File: src/rtl/uart_tx_arbiter.sv
// Round-robin arbiter that shares one UART transmitter among several requesters.
// A packet keeps the transmitter locked until its last word, or until the owner stalls too long.
module uart_tx_arbiter #(
    parameter int NUM_REQ      = 4,
    parameter int WORD         = 8,
    parameter int GAP_CLKS     = 2,
    parameter int LOCK_TIMEOUT = 1024
) (
    input  logic                      i_Clock,
    input  logic                      i_Rst_n,
    input  logic [NUM_REQ-1:0]        i_Req_Valid,
    input  logic [NUM_REQ*WORD-1:0]   i_Req_Data,
    input  logic [NUM_REQ-1:0]        i_Req_Last,
    output logic [NUM_REQ-1:0]        o_Req_Ready,
    output logic                      o_Tx_DV,
    output logic [WORD-1:0]           o_Tx_Byte,
    input  logic                      i_Tx_Active,
    input  logic                      i_Tx_Done,
    output logic [NUM_REQ-1:0]        o_Grant,
    output logic                      o_Busy
);
    // state     | meaning
    // S_IDLE    | no owner; arbitrate when the transmitter is idle
    // S_LOAD    | one-cycle strobe to the transmitter, ready to the owner
    // S_WAIT_DONE | frame in flight; wait for the done rising edge
    // S_GAP     | settle clocks after done; then next word, release or hold
    // S_HOLD    | owner mid-packet but not valid; lock timeout running

    localparam int RR_W  = $clog2(NUM_REQ);
    localparam int GAP_W = $clog2(GAP_CLKS + 1);
    localparam int TO_W  = (LOCK_TIMEOUT > 0) ? $clog2(LOCK_TIMEOUT + 1) : 1;
    localparam logic [GAP_W-1:0]   GAP_LOAD = GAP_W'(GAP_CLKS - 1);
    localparam logic [TO_W-1:0]    TO_LAST  = TO_W'((LOCK_TIMEOUT > 0) ? LOCK_TIMEOUT - 1 : 0);
    localparam logic [NUM_REQ-1:0] ONE_HOT0 = NUM_REQ'(1);

    typedef enum logic [2:0] {
        S_IDLE,
        S_LOAD,
        S_WAIT_DONE,
        S_GAP,
        S_HOLD
    } state_t;

    state_t            state;
    logic [RR_W-1:0]   rr_ptr;
    logic [RR_W-1:0]   owner;
    logic [RR_W-1:0]   owner_nxt;
    logic [RR_W-1:0]   arb_start;
    logic [RR_W-1:0]   arb_idx;
    logic [RR_W-1:0]   cand;
    logic              arb_found;
    logic [WORD-1:0]   arb_data;
    logic [WORD-1:0]   owner_data;
    logic              owner_valid;
    logic              lock_end;
    logic              done_q;
    logic              done_rise;
    logic [GAP_W-1:0]  gap_cnt;
    logic [TO_W-1:0]   to_cnt;

    assign owner_nxt   = (owner == RR_W'(NUM_REQ - 1)) ? '0 : owner + 1'b1;
    assign owner_valid = i_Req_Valid[owner];
    assign owner_data  = i_Req_Data[int'(owner)*WORD +: WORD];
    assign done_rise   = i_Tx_Done & ~done_q;
    assign o_Busy      = (state != S_IDLE);

    // At a packet end in GAP the pointer advances this same cycle, so search from owner+1.
    assign arb_start = (state == S_GAP) ? owner_nxt : rr_ptr;

    always_comb begin
        arb_found = 1'b0;
        arb_idx   = '0;
        cand      = '0;
        for (int i = 0; i < NUM_REQ; i++) begin
            cand = RR_W'((int'(arb_start) + i) % NUM_REQ);
            if (!arb_found && i_Req_Valid[cand]) begin
                arb_found = 1'b1;
                arb_idx   = cand;
            end
        end
    end

    assign arb_data = i_Req_Data[int'(arb_idx)*WORD +: WORD];

    always_ff @(posedge i_Clock or negedge i_Rst_n) begin
        if (!i_Rst_n) begin
            state       <= S_IDLE;
            rr_ptr      <= '0;
            owner       <= '0;
            lock_end    <= 1'b0;
            done_q      <= 1'b0;
            gap_cnt     <= '0;
            to_cnt      <= '0;
            o_Req_Ready <= '0;
            o_Tx_DV     <= 1'b0;
            o_Tx_Byte   <= '0;
            o_Grant     <= '0;
        end else begin
            done_q      <= i_Tx_Done;
            o_Tx_DV     <= 1'b0;
            o_Req_Ready <= '0;
            case (state)
                S_IDLE: begin
                    if (!i_Tx_Active && arb_found) begin
                        owner       <= arb_idx;
                        o_Grant     <= ONE_HOT0 << arb_idx;
                        o_Tx_Byte   <= arb_data;
                        lock_end    <= i_Req_Last[arb_idx];
                        o_Tx_DV     <= 1'b1;
                        o_Req_Ready <= ONE_HOT0 << arb_idx;
                        state       <= S_LOAD;
                    end
                end
                S_LOAD: state <= S_WAIT_DONE;
                S_WAIT_DONE: begin
                    if (done_rise) begin
                        gap_cnt <= GAP_LOAD;
                        state   <= S_GAP;
                    end
                end
                S_GAP: begin
                    if (gap_cnt != '0) begin
                        gap_cnt <= gap_cnt - 1'b1;
                    end else if (lock_end) begin
                        rr_ptr  <= owner_nxt;
                        o_Grant <= '0;
                        state   <= S_IDLE;
                        if (!i_Tx_Active && arb_found) begin
                            owner       <= arb_idx;
                            o_Grant     <= ONE_HOT0 << arb_idx;
                            o_Tx_Byte   <= arb_data;
                            lock_end    <= i_Req_Last[arb_idx];
                            o_Tx_DV     <= 1'b1;
                            o_Req_Ready <= ONE_HOT0 << arb_idx;
                            state       <= S_LOAD;
                        end
                    end else if (owner_valid) begin
                        o_Tx_Byte   <= owner_data;
                        lock_end    <= i_Req_Last[owner];
                        o_Tx_DV     <= 1'b1;
                        o_Req_Ready <= o_Grant;
                        state       <= S_LOAD;
                    end else begin
                        to_cnt <= '0;
                        state  <= S_HOLD;
                    end
                end
                S_HOLD: begin
                    // Owner presenting on the timeout cycle still keeps the lock.
                    if (owner_valid) begin
                        o_Tx_Byte   <= owner_data;
                        lock_end    <= i_Req_Last[owner];
                        o_Tx_DV     <= 1'b1;
                        o_Req_Ready <= o_Grant;
                        state       <= S_LOAD;
                    end else if ((LOCK_TIMEOUT != 0) && (to_cnt == TO_LAST)) begin
                        o_Grant <= '0;
                        rr_ptr  <= owner_nxt;
                        state   <= S_IDLE;
                    end else if (to_cnt != '1) begin
                        to_cnt <= to_cnt + 1'b1;
                    end
                end
                default: state <= S_IDLE;
            endcase
        end
    end

endmodule

File: config.mk
export PLATFORM = sky130hd
export DESIGN_NAME = uart_tx_arbiter
export DESIGN_NICKNAME = d
export VERILOG_FILES = /design/src/rtl/uart_tx_arbiter.sv
export SDC_FILE = /design/constraint.sdc
export NUM_CORES = 1
export LEC_CHECK = 0
export BUFFER_PORTS_ARGS = -buffer_cell sky130_fd_sc_hd__buf_2
export CORE_ASPECT_RATIO = 0.7
export CORE_MARGIN = 5
export CORE_UTILIZATION = 60
export DETAILED_ROUTE_END_ITERATION = 10
export GPL_ROUTABILITY_DRIVEN = 0
export PLACE_DENSITY = 0.83
export SYNTH_ARGS = -nofsm -noshare
export SYNTH_HDL_FRONTEND = slang
export SYNTH_SLANG_ARGS = --single-unit
File: constraint.sdc
create_clock -name i_Clock -period 5.9 [get_ports i_Clock]
set_input_delay 0.885 -clock i_Clock [delete_from_list [all_inputs] [get_ports i_Clock]]
set_output_delay 0.885 -clock i_Clock [all_outputs]
set_load 0.01 [all_outputs]
==> results of run 1 <==
[worst max-delay path, cell delays in order, from the launching register on]
cell and delay, ns:
dfrtp_1 0.80, ha_1 0.45, or4_1 0.57, a31oi_1 0.18
o21a_1 0.48, a221oi_1 0.16, o221ai_1 0.22
[worst paths after layout]
check                          endpoint  depth (start not counted)        from
setup / recovery           o_Tx_Byte[0]                          6    owner[1]
hold reg to reg              to_cnt[10]                          1  to_cnt[10]
hold / removal               to_cnt[10]                          1  to_cnt[10]
max in group asynchronous     to_cnt[0]                          1     i_Rst_n
min in group asynchronous     to_cnt[4]                          1     i_Rst_n
setup reg to reg           o_Tx_Byte[0]                          6    owner[1]
[state kept, by name, summed over array words and instances (netlist names), 2 cells and up]
name	count
gap_cnt	2
o_Grant	4
o_Req_Ready	4
o_Tx_Byte	8
owner	2
rr_ptr	2
state	3
to_cnt	11
[routing by layer]
layer / vias to the layer above / global-route usage [%] / wire, µm / share of wire (%)
met3: 24 / 5.11 / 659 / 8.5
met4: 0 / 7.69 / 163 / 2.1
met5: - / 0 / 0 / 0
li1: 1308 / - / - / -
met1: 1364 / 36.2 / 3380 / 43
met2: 177 / 36.0 / 3570 / 46
[power by group through the flow]
stage / combinational [mW] / clock [mW] / sequential, mW
after floorplan: 0.681 / 0 / 0.435
after global placement: 0.813 / 0 / 0.481
after detailed placement: 0.833 / 0 / 0.485
after CTS: 0.837 / 0.178 / 0.481
after global routing: 0.929 / 0.193 / 0.501
final: 0.850 / 0.177 / 0.485
[cell families after synthesis]
group	share of synthesized area, %
adder cells (fa/ha/maj)	1.26
AO/OA/AOI/OAI	27.5
XOR/XNOR	2.05
buffers and inverters	4.95
AND/OR/NAND/NOR	17.8
flip-flops	32.7
multiplexers	13.8
[layout make-up]
type	count	share of cell area [%]
clock inverter	2	0.372
tap	69	2.57
clock buffer	6	2.16
timing repair buffer	62	9.31
inverter	10	1.15
sequential	39	29.1
multi-input combinational	239	55.4
[stage by stage]
| step | setup slack [ns] | cell area (µm²) | total power [mW] | util [%] | hold slack (ns) |
|---|---|---|---|---|---|
| floorplan | 3.53 | 2980 | 1.12 | - | 0.455 |
| global placement | 2.96 | 3270 | 1.29 | 68.1 | 0.479 |
| detailed placement | 2.91 | 3270 | 1.32 | 68.1 | 0.485 |
| CTS | 2.97 | 3360 | 1.50 | 69.9 | 0.500 |
| global route | 2.67 | 3360 | 1.62 | 69.9 | 0.518 |
| finish | 2.94 | 3360 | 1.51 | 69.9 | 0.505 |
[placed cells by master, fill, tap and decap left out, types with 4 or more instances in the layout]
master | synthesis | routed
o211ai_1 | 8 | 8
a31oi_1 | 4 | 4
or2_2 | 4 | 4
nand2b_1 | 6 | 6
xnor2_1 | 7 | 7
o221ai_1 | 8 | 8
o21ai_0 | 20 | 20
dfrtp_1 | 39 | 39
nor2_1 | 24 | 24
a32oi_1 | 9 | 9
nor3_1 | 5 | 5
a21oi_1 | 17 | 17
nor3_2 | 6 | 6
a221oi_1 | 8 | 8
a22o_1 | 8 | 8
o21bai_1 | 4 | 4
nor2b_1 | 4 | 4
buf_2 | 12 | 61
nand3_1 | 6 | 6
inv_1 | 9 | 9
mux2i_1 | 14 | 14
clkbuf_8 | 0 | 5
nand2_1 | 17 | 17
mux4_2 | 10 | 10
mux2_2 | 4 | 4
==> metrics, run 1 <==
clock latency on the worst-skew pair=~0.3 ns; clock share of power=a little under an eighth; Final Critical Period=2.96 ns; Synth warnings=0; starting DRC count in detailed routing=350; # clock sinks=39; share of cells above drive strength 1=a little under 30%; RSZ-0062 raised after global routing=false; Setup TNS=0 ns; area grow syn2layout=12.6%; post-synth top area cell=dfrtp_1; DRC Markers=0; Tcrit/Tclk final=between 50% and 60%; sequential share of power=roughly a third; number of synthesized flops with an enable pin=0; row count=21; synthesized netlist cell count=310; dominant cells by area after synthesis=dfrtp_1 (33%), mux4_2 (7.5%), mux2i_1 (4.7%), o21ai_0 (3.4%), nor2_1 (3.0%); TritonCTS clock tree=yes; die width=around 94 µm; total gr overflow=0; Psw=~710 µW; top cells by count, synth=dfrtp_1 (39), nor2_1 (24), o21ai_0 (20), a21oi_1 (17), nand2_1 (17); arrival time worst endpoint=approximately 3.2 ns; Worst Tran Pin Value=0.887 ns; max-slew headroom at the worst pin=about two fifths; critical path endpoint category=flop; status=finished, final reports clean; Synth async-reset ratio=100%; Internal Power=between 800 and 900 µW; static leakage=1.45 nW; cell count after placement=419; number of synthesized register bits=39; Resized cells post-CTS=0; # IOs=a little over 60; Fin. Hold Viols=0; power density over the cells=450 mW/mm²; WL final=a little under 8 mm; antenna violations before repair=0; hold_buf cts=0; syn avg cell area=just under 10 µm²; initial core utilization=between 60% and 70%; HPWL after DPL=approximately 5.6 mm; setup violators final=0; Worst Hold Class=reg2reg; Synth Net Count=357; Post-synth top flop=dfrtp_1; startpoint types=flop; drt via density=6.73; R2R setup slack=2.94 ns; detailed-route via count=2,873; pin count of the biggest net entering global routing=40; # H-tree levels=2; clock transition at the registers of the reported paths=0.08 ns; fin. max-slew vios=0; area of the multi-input gates=0.00186 mm²; total CTS buffers=5; top-count cell post-synth=dfrtp_1; VDD IR max=approximately 260 µV; peak fanout along the critical path=12; Clock Tree Buf Depth=2; Max Fclk=338 MHz; max_cap viols=0; Total Nets Final=404; # Post-CTS Setup Buffers=0; Finished Layout Cells=between 400 and 500; Yosys cell types=65; Sw Share=around 47%; clock root buffer=clkbuf_8; area occupied by registers=approximately 980 µm²; 1st-pass router iterations=6; total global-route track usage=between 20% and 30%; post-synthesis cell area=0.00298 mm²; Die Footprint=0.00651 mm²; # diodes=0; remaining antenna violation count=0; area share of the largest cell type after synthesis=32.7%; Worst EP required=about 6.1 ns; vias in the first global route=between 2,000 and 3,000; Max Clock Skew=roughly 0.013 ns; Die Height=between 60 and 70 µm; first-pass GRT wire length=13.0 mm; core area=about 0.0048 mm²; Gate power share=56.2%; drt wl/cell=between 15 and 20 µm; Filler cells=between 300 and 400; Seq/Total Area, Yosys=between 30% and 40%; crit path kind=reg2reg; Buffers on Ports=61
Note: power is estimated with default switching activity, not from simulation.
==> run 2, diff against run 1 <==
--- a/config.mk
+++ b/config.mk
@@ -5,13 +5,14 @@
 export SDC_FILE = /design/constraint.sdc
 export NUM_CORES = 1
 export LEC_CHECK = 0
+export ABC_AREA = 1
 export BUFFER_PORTS_ARGS = -buffer_cell sky130_fd_sc_hd__buf_2
 export CORE_ASPECT_RATIO = 0.7
 export CORE_MARGIN = 5
-export CORE_UTILIZATION = 60
+export CORE_UTILIZATION = 56
 export DETAILED_ROUTE_END_ITERATION = 10
 export GPL_ROUTABILITY_DRIVEN = 0
-export PLACE_DENSITY = 0.83
+export PLACE_DENSITY = 0.78
 export SYNTH_ARGS = -nofsm -noshare
 export SYNTH_HDL_FRONTEND = slang
 export SYNTH_SLANG_ARGS = --single-unit
==> constraint.sdc (replaced) <==
create_clock -name i_Clock -period 3.1 [get_ports i_Clock]
set_input_delay 0.465 -clock i_Clock [delete_from_list [all_inputs] [get_ports i_Clock]]
set_output_delay 0.465 -clock i_Clock [all_outputs]
set_load 0.01 [all_outputs]
==> run 2 against run 1 <==
Against the previous run: first-iteration DRC count fell by 2.0%; design area rose by 8.8%; largest power group unchanged; largest cell class unchanged; register-to-register slack got worse by 2.7 ns; global-route usage rose by 1.5 points; critical path type unchanged; routed wire length rose by 25%; sequential power rose by 79%; non-clock buffer count rose by 6; highest routed layer unchanged; synthesized cell count rose by 62%; die area rose by 12%; clock skew fell by 0.0023 ns; total power rose to 3.2 times the previous value.
==> metrics, run 2 <==
status=finished, final reports clean; most frequent cells in the layout=nand2_1 (154), inv_1 (62), buf_2 (61), a21oi_1 (52), nand3_1 (42); placed cell area=0.00354 mm² (+8.2%); cell count after placement=630 (+50%); VDD IR max=577 µV (+120%); total global-route track usage=26.1% (+1.5 points); Sw Share=58.6% (+12 points); Total Nets Final=609 (+51%); dominant cells by area after synthesis=dfrtp_1 (31%), nand2_1 (18%), a21oi_1 (8.2%), inv_1 (7.3%), nand3_1 (6.6%); Crit-path slowest cell=dfrtp_1; CP cell instances=ha_1, nand4_1, nand2_1, nand2_2, nand2_4, nand2_2, nand2_2, nand4_1, nand3_2, nand2_8, nand2_1, nand2_1, nand2_1, nand3_1, nand2_1, a21oi_1; Gate power share=74.2% (+18 points); largest delay contributor family on the critical path=simple AND/OR/NAND/NOR gates; crit path buf inv count=0 (unchanged); # IOs=62 (unchanged); Resized cells post-CTS=0 (unchanged); total CTS buffers=5 (unchanged); sequential share of power=18.2% (-14 points); drt via density=5.76 (-14%); clock latency on the worst-skew pair=0.29 ns (about the same); Max Fclk=350 MHz (+3.3%); clock root buffer=clkbuf_8; fin. max-slew vios=0 (unchanged); first-pass GRT wire length=15.3 mm (+17%); Max Clock Skew=0.0108 ns (-0.00232 ns); Synth Net Count=549 (+54%); Largest register FFs=11 (unchanged); Seq/Total Area, Yosys=30.7% (-2.0 points); # diodes=0 (unchanged); Worst Setup SP=owner[0]; share of cells above drive strength 1=19.0% (-11 points); static leakage=1.98 nW (+37%); synthesized netlist cell count=502 (+62%); most common cell after layout, fill and taps aside=nand2_1; Final Critical Period=2.86 ns (-0.0958 ns); crit-path max cell delay=0.45 ns (-0.35 ns); WL final=9.68 mm (+25%); Finished Layout Cells=638 (+49%); hold_buf cts=0 (unchanged); number of synthesized register bits=39 (unchanged); max-slew headroom at the worst pin=43.5% (+2.7 points); top-count cell post-synth=nand2_1; core area=0.00561 mm² (+17%); syn avg cell area=6.33 µm² (-34%); area grow syn2layout=15.0%; final instance area=0.00365 mm² (+8.8%); Worst Tran Pin Value=0.847 ns (-0.0398 ns); Internal Power=1.98 mW (+150%); Worst Hold Class=in2async; drt wl/cell=15.2 µm (-17%); number of synthesized flops with an enable pin=0 (unchanged); Clock Tree Buf Depth=2 (unchanged); # H-tree levels=2 (unchanged); post-synthesis cell area=0.00318 mm² (+6.5%); top cells by count, synth=nand2_1 (154), inv_1 (62), a21oi_1 (52), nand3_1 (42), dfrtp_1 (39); Die Height=73.0 µm (+5.8%); FF-to-FF path depth=16 (+10); startpoint types=flop; crit path kind=reg2reg; total gr overflow=0 (unchanged); R2R setup slack=0.24 ns (-2.70 ns); Biggest register=to_cnt; Crit Reg-Reg Startpoint=owner[0]; final setup margin=0.240 ns (-2.70 ns); peak fanout along the critical path=23 (+11); Synth async-reset ratio=100% (unchanged); clock share of power=7.6% (-4.1 points); Yosys cell types=39 (-40%); # clock sinks=39 (unchanged); antenna violations before repair=0 (unchanged); vias in the first global route=3,184 (+21%); critical path endpoint category=flop; die width=100 µm (+6.1%); Buffers on Ports=61 (unchanged); arrival time worst endpoint=3.08 ns (-0.08 ns); # Post-CTS Setup Buffers=0 (unchanged); row count=23 (+9.5%); area share of the largest cell type after synthesis=30.7% (-2.0 points); max_cap viols=0 (unchanged); Psw=2.79 mW (+300%); DRC Markers=0 (unchanged); detailed-route via count=3,672 (+28%); setup violators final=0 (unchanged); HPWL after DPL=7.27 mm (+29%); power density over the cells=1310 mW/mm² (+190%); fin util=65.1% (-4.7 points); top flop regs=to_cnt x11, o_Tx_Byte x8; most common cell type on the critical path=nand2_1; TritonCTS clock tree=yes; Worst EP required=3.32 ns (-2.78 ns); final hold slack=0.272 ns (-0.233 ns); reg-to-reg endpoint=o_Tx_Byte[5]; post-synth top area cell=dfrtp_1; 1st-pass router iterations=5 (-1); capture point of the worst path=o_Tx_Byte[5]; Synth warnings=0 (unchanged); Die Footprint=0.00731 mm² (+12%); pin count of the biggest net entering global routing=40 (unchanged); clock transition at the registers of the reported paths=0.08 ns (about the same); Post-synth top flop=dfrtp_1; Tcrit/Tclk final=92.3% (+42 points); pre-CTS WS=0.321 ns (-2.59 ns); starting DRC count in detailed routing=343 (-2.0%); Fin. Hold Viols=0 (unchanged); initial core utilization=56.7% (-5.4 points); critical path depth in cells=16 (+10); remaining antenna violation count=0 (unchanged)
==> run 2: power groups by stage <==
stage	registers [mW]	logic (mW)	clock network, mW
floorplan	0.891	2.60	0
global placement	0.862	3.24	0
detailed placement	0.869	3.35	0
CTS	0.863	3.36	0.369
global route	0.891	3.91	0.390
finish	0.868	3.54	0.364
==> run 2: how the worst min path moves through the flow <==
stage	from	endpoint	slack (ns)
floorplan	i_Rst_n	done_q	0.17
global placement	to_cnt[10]	to_cnt[10]	0.45
detailed placement	to_cnt[10]	to_cnt[10]	0.45
CTS	i_Tx_Done	done_q	0.29
global route	i_Tx_Done	done_q	0.30
finish	i_Rst_n	to_cnt[6]	0.27
==> run 2: stage by stage <==
stage                     TNS (ns)  power (mW)
after floorplan                  0        3.49
after global placement           0        4.10
after detailed placement         0        4.22
after CTS                        0        4.59
after global routing      -0.00600        5.19
final                            0        4.77
==> run 2: cell type report <==
| class | instances | area, µm² |
|---|---|---|
| timing repair buffer | 68 | 358 |
| inverter | 67 | 251 |
| tap | 75 | 93.8 |
| multi-input combinational | 381 | 1880 |
| clock buffer | 7 | 86.3 |
| clock inverter | 1 | 8.76 |
| sequential | 39 | 976 |
| fill | 524 | 1960 |
==> run 2: cells by family after synthesis <==
logic type / after synthesis / synth area share [%]
adders and majority gates: 3 / 1.18
buffers and inverters: 82 / 10.7
AOI/OAI and AO/OA: 114 / 20.4
and+or+nand+nor: 264 / 37.1
DFF: 39 / 30.7
==> run 2: metal layers <==
| metal | track usage [%] | share of wire [%] |
|---|---|---|
| met5 | 0 | 0 |
| met4 | 5.98 | 1.4 |
| met3 | 6.11 | 14 |
| met2 | 37.0 | 41 |
| met1 | 39.9 | 43 |
==> run 3, diff against run 2 <==
--- a/config.mk
+++ b/config.mk
@@ -7,7 +7,7 @@
 export LEC_CHECK = 0
 export ABC_AREA = 1
 export BUFFER_PORTS_ARGS = -buffer_cell sky130_fd_sc_hd__buf_2
-export CORE_ASPECT_RATIO = 0.7
+export CORE_ASPECT_RATIO = 0.75
 export CORE_MARGIN = 5
 export CORE_UTILIZATION = 56
 export DETAILED_ROUTE_END_ITERATION = 10
==> run 3 against run 2 <==
Against the previous run: core utilization increased by 2.0 points; combinational power decreased by 5%; sequential cell count unchanged; critical path depth increased by 2; worst hold slack got worse by 0.0031 ns; register-to-register slack about the same; highest routed layer is now met5; setup slack got worse by 0.0030 ns; critical path type unchanged; via count decreased by 1.4%; global-route usage decreased by 0.50 points; largest power group unchanged; design area decreased by 0.17%; clock power increased by 19%; non-clock buffer count decreased by 1; critical endpoint is now o_Tx_Byte[1].
==> metrics, run 3 (synthesis results as in run 2) <==
Total Nets Final=608 (-0.16%); drt via density=5.69 (-1.2%); 1st-pass router iterations=5 (unchanged); Setup TNS=0 ns (unchanged); fin. max-slew vios=0 (unchanged); Filler cells=490 (-6.5%); VDD IR max=625 µV (+8.3%); Resized cells post-CTS=0 (unchanged); starting DRC count in detailed routing=369 (+7.6%); vias in the first global route=3,208 (+0.75%); most frequent cells in the layout=nand2_1 (154), inv_1 (62), buf_2 (61), a21oi_1 (52), nand3_1 (42); RSZ-0062 raised after global routing=false; area grow syn2layout=14.8%; startpoint types=flop; HPWL after DPL=6.95 mm (-4.4%); pin count of the biggest net entering global routing=40 (unchanged); remaining antenna violation count=0 (unchanged); Final Critical Period=2.86 ns (+0.00301 ns); Tcrit/Tclk final=92.4% (+0.097 points); Clock Tree Buf Depth=2 (unchanged); sequential share of power=18.3% (about the same); Max Fclk=349 MHz (-0.10%); Worst Tran Pin Value=0.844 ns (-0.00317 ns); clock transition at the registers of the reported paths=0.08 ns (about the same); hold_buf cts=0 (unchanged); final hold slack=0.269 ns (-0.00314 ns); drt wl/cell=14.3 µm (-5.6%); setup violators final=0 (unchanged); row count=23 (unchanged); top flop regs=to_cnt x11, o_Tx_Byte x8; antenna violations before repair=1 (+1); Worst Hold Class=in2async; TritonCTS clock tree=yes; Gate power share=72.5% (-1.7 points); # Post-CTS Setup Buffers=0 (unchanged); critical path endpoint category=flop; Max Clock Skew=0.00695 ns (-0.00384 ns); total gr overflow=0 (unchanged); die width=97.0 µm (-3.1%); Fin. Hold Viols=0 (unchanged); Die Footprint=0.00730 mm² (-0.11%); Largest register FFs=11 (unchanged); clock root buffer=clkbuf_8; share of cells above drive strength 1=19.0% (+0.034 points); total global-route track usage=25.6% (-0.50 points); Internal Power=2.01 mW (+1.4%); peak fanout along the critical path=24 (+4.3%); clock latency on the worst-skew pair=0.30 ns (about the same); max_cap viols=0 (unchanged); arrival time worst endpoint=3.09 ns (about the same); # IOs=62 (unchanged); first-pass GRT wire length=15.0 mm (-1.7%); WL final=9.13 mm (-5.7%); # diodes=0 (unchanged); most common cell after layout, fill and taps aside=nand2_1; clock share of power=9.3% (+1.7 points); static leakage=1.98 nW (+0.15%); Die Height=75.3 µm (+3.0%); crit path kind=reg2reg; # clock sinks=39 (unchanged); Biggest register=to_cnt; power density over the cells=1280 mW/mm² (-2.1%); Buffers on Ports=61 (unchanged); core area=0.00544 mm² (-3.1%); total CTS buffers=5 (unchanged); Worst EP required=3.32 ns (about the same); Psw=2.66 mW (-4.9%); Sw Share=57.0% (-1.5 points); status=finished, final reports clean; # H-tree levels=2 (unchanged); DRC Markers=0 (unchanged); initial core utilization=58.5% (+1.8 points); detailed-route via count=3,622 (-1.4%); max-slew headroom at the worst pin=43.7% (+0.21 points)
run 3: final timing paths:
check | start | to | slack, ns | cells past startpoint
max | owner[0] | o_Tx_Byte[1] | 0.24 | 18
min | i_Rst_n | state[1] | 0.27 | 1
max reg2reg | owner[0] | o_Tx_Byte[1] | 0.24 | 18
min reg2reg | gap_cnt[0] | gap_cnt[0] | 0.47 | 1
max in group asynchronous | i_Rst_n | o_Tx_Byte[5] | 2.30 | 1
min in group i_Clock | i_Tx_Done | done_q | 0.28 | 1
run 3: worst max-delay path, cell delays in order (launching register included):
cell and delay [ns]:
dfrtp_1 0.39, buf_4 0.23, nor2_1 0.19, inv_1 0.07
nand2_1 0.11, nand2_4 0.09, nand2_1 0.12, nand2_4 0.07
nand2_2 0.07, nand2_2 0.08, nand4_1 0.09, nand3_2 0.32
nand2_4 0.37, nand2_1 0.09, nand2_1 0.10, nand2_1 0.06
nand3_1 0.13, nand2_1 0.08, a21oi_1 0.12
run 3: area by class of cell:
class | instances | area, µm² | share of cell area (%)
clock inverters | 3 | 43.8 | 1.20
clock buffers | 5 | 68.8 | 1.89
inverters | 67 | 251 | 6.89
well taps | 75 | 93.8 | 2.57
repair buffers | 67 | 350 | 9.60
flip-flops and latches | 39 | 976 | 26.7
multi-input cells | 381 | 1860 | 51.1
run 3: power groups by stage:
| stage | combinational (mW) | sequential [mW] | clock [mW] |
|---|---|---|---|
| CTS | 3.31 | 0.851 | 0.441 |
| global route | 3.81 | 0.884 | 0.467 |
| detailed placement | 3.29 | 0.860 | 0 |
| global placement | 3.23 | 0.852 | 0 |
| floorplan | 2.60 | 0.891 | 0 |
| finish | 3.38 | 0.853 | 0.432 |
run 3: through the flow:
| stage | utilization, % | std cells | setup slack [ns] | instance area (µm²) | total power [mW] |
|---|---|---|---|---|---|
| finish | 67.1 | 637 | 0.237 | 3650 | 4.66 |
| global route | 67.1 | 637 | 0.00441 | 3650 | 5.16 |
| CTS | 67.1 | 637 | 0.311 | 3650 | 4.60 |
| detailed placement | 65.0 | 629 | 0.323 | 3540 | 4.15 |
| global placement | 65.0 | 629 | 0.414 | 3540 | 4.08 |
| floorplan | - | 502 | 0.855 | 3180 | 3.49 |
run 3: layer usage:
| metal | vias up | global-route usage (%) | share of wire (%) |
|---|---|---|---|
| li1 | 1764 | - | - |
| met1 | 1662 | 38.0 | 47 |
| met2 | 185 | 39.2 | 43 |
| met3 | 9 | 4.35 | 9.2 |
| met4 | 2 | 5.92 | 0.90 |
| met5 | - | 0 | 0.14 |
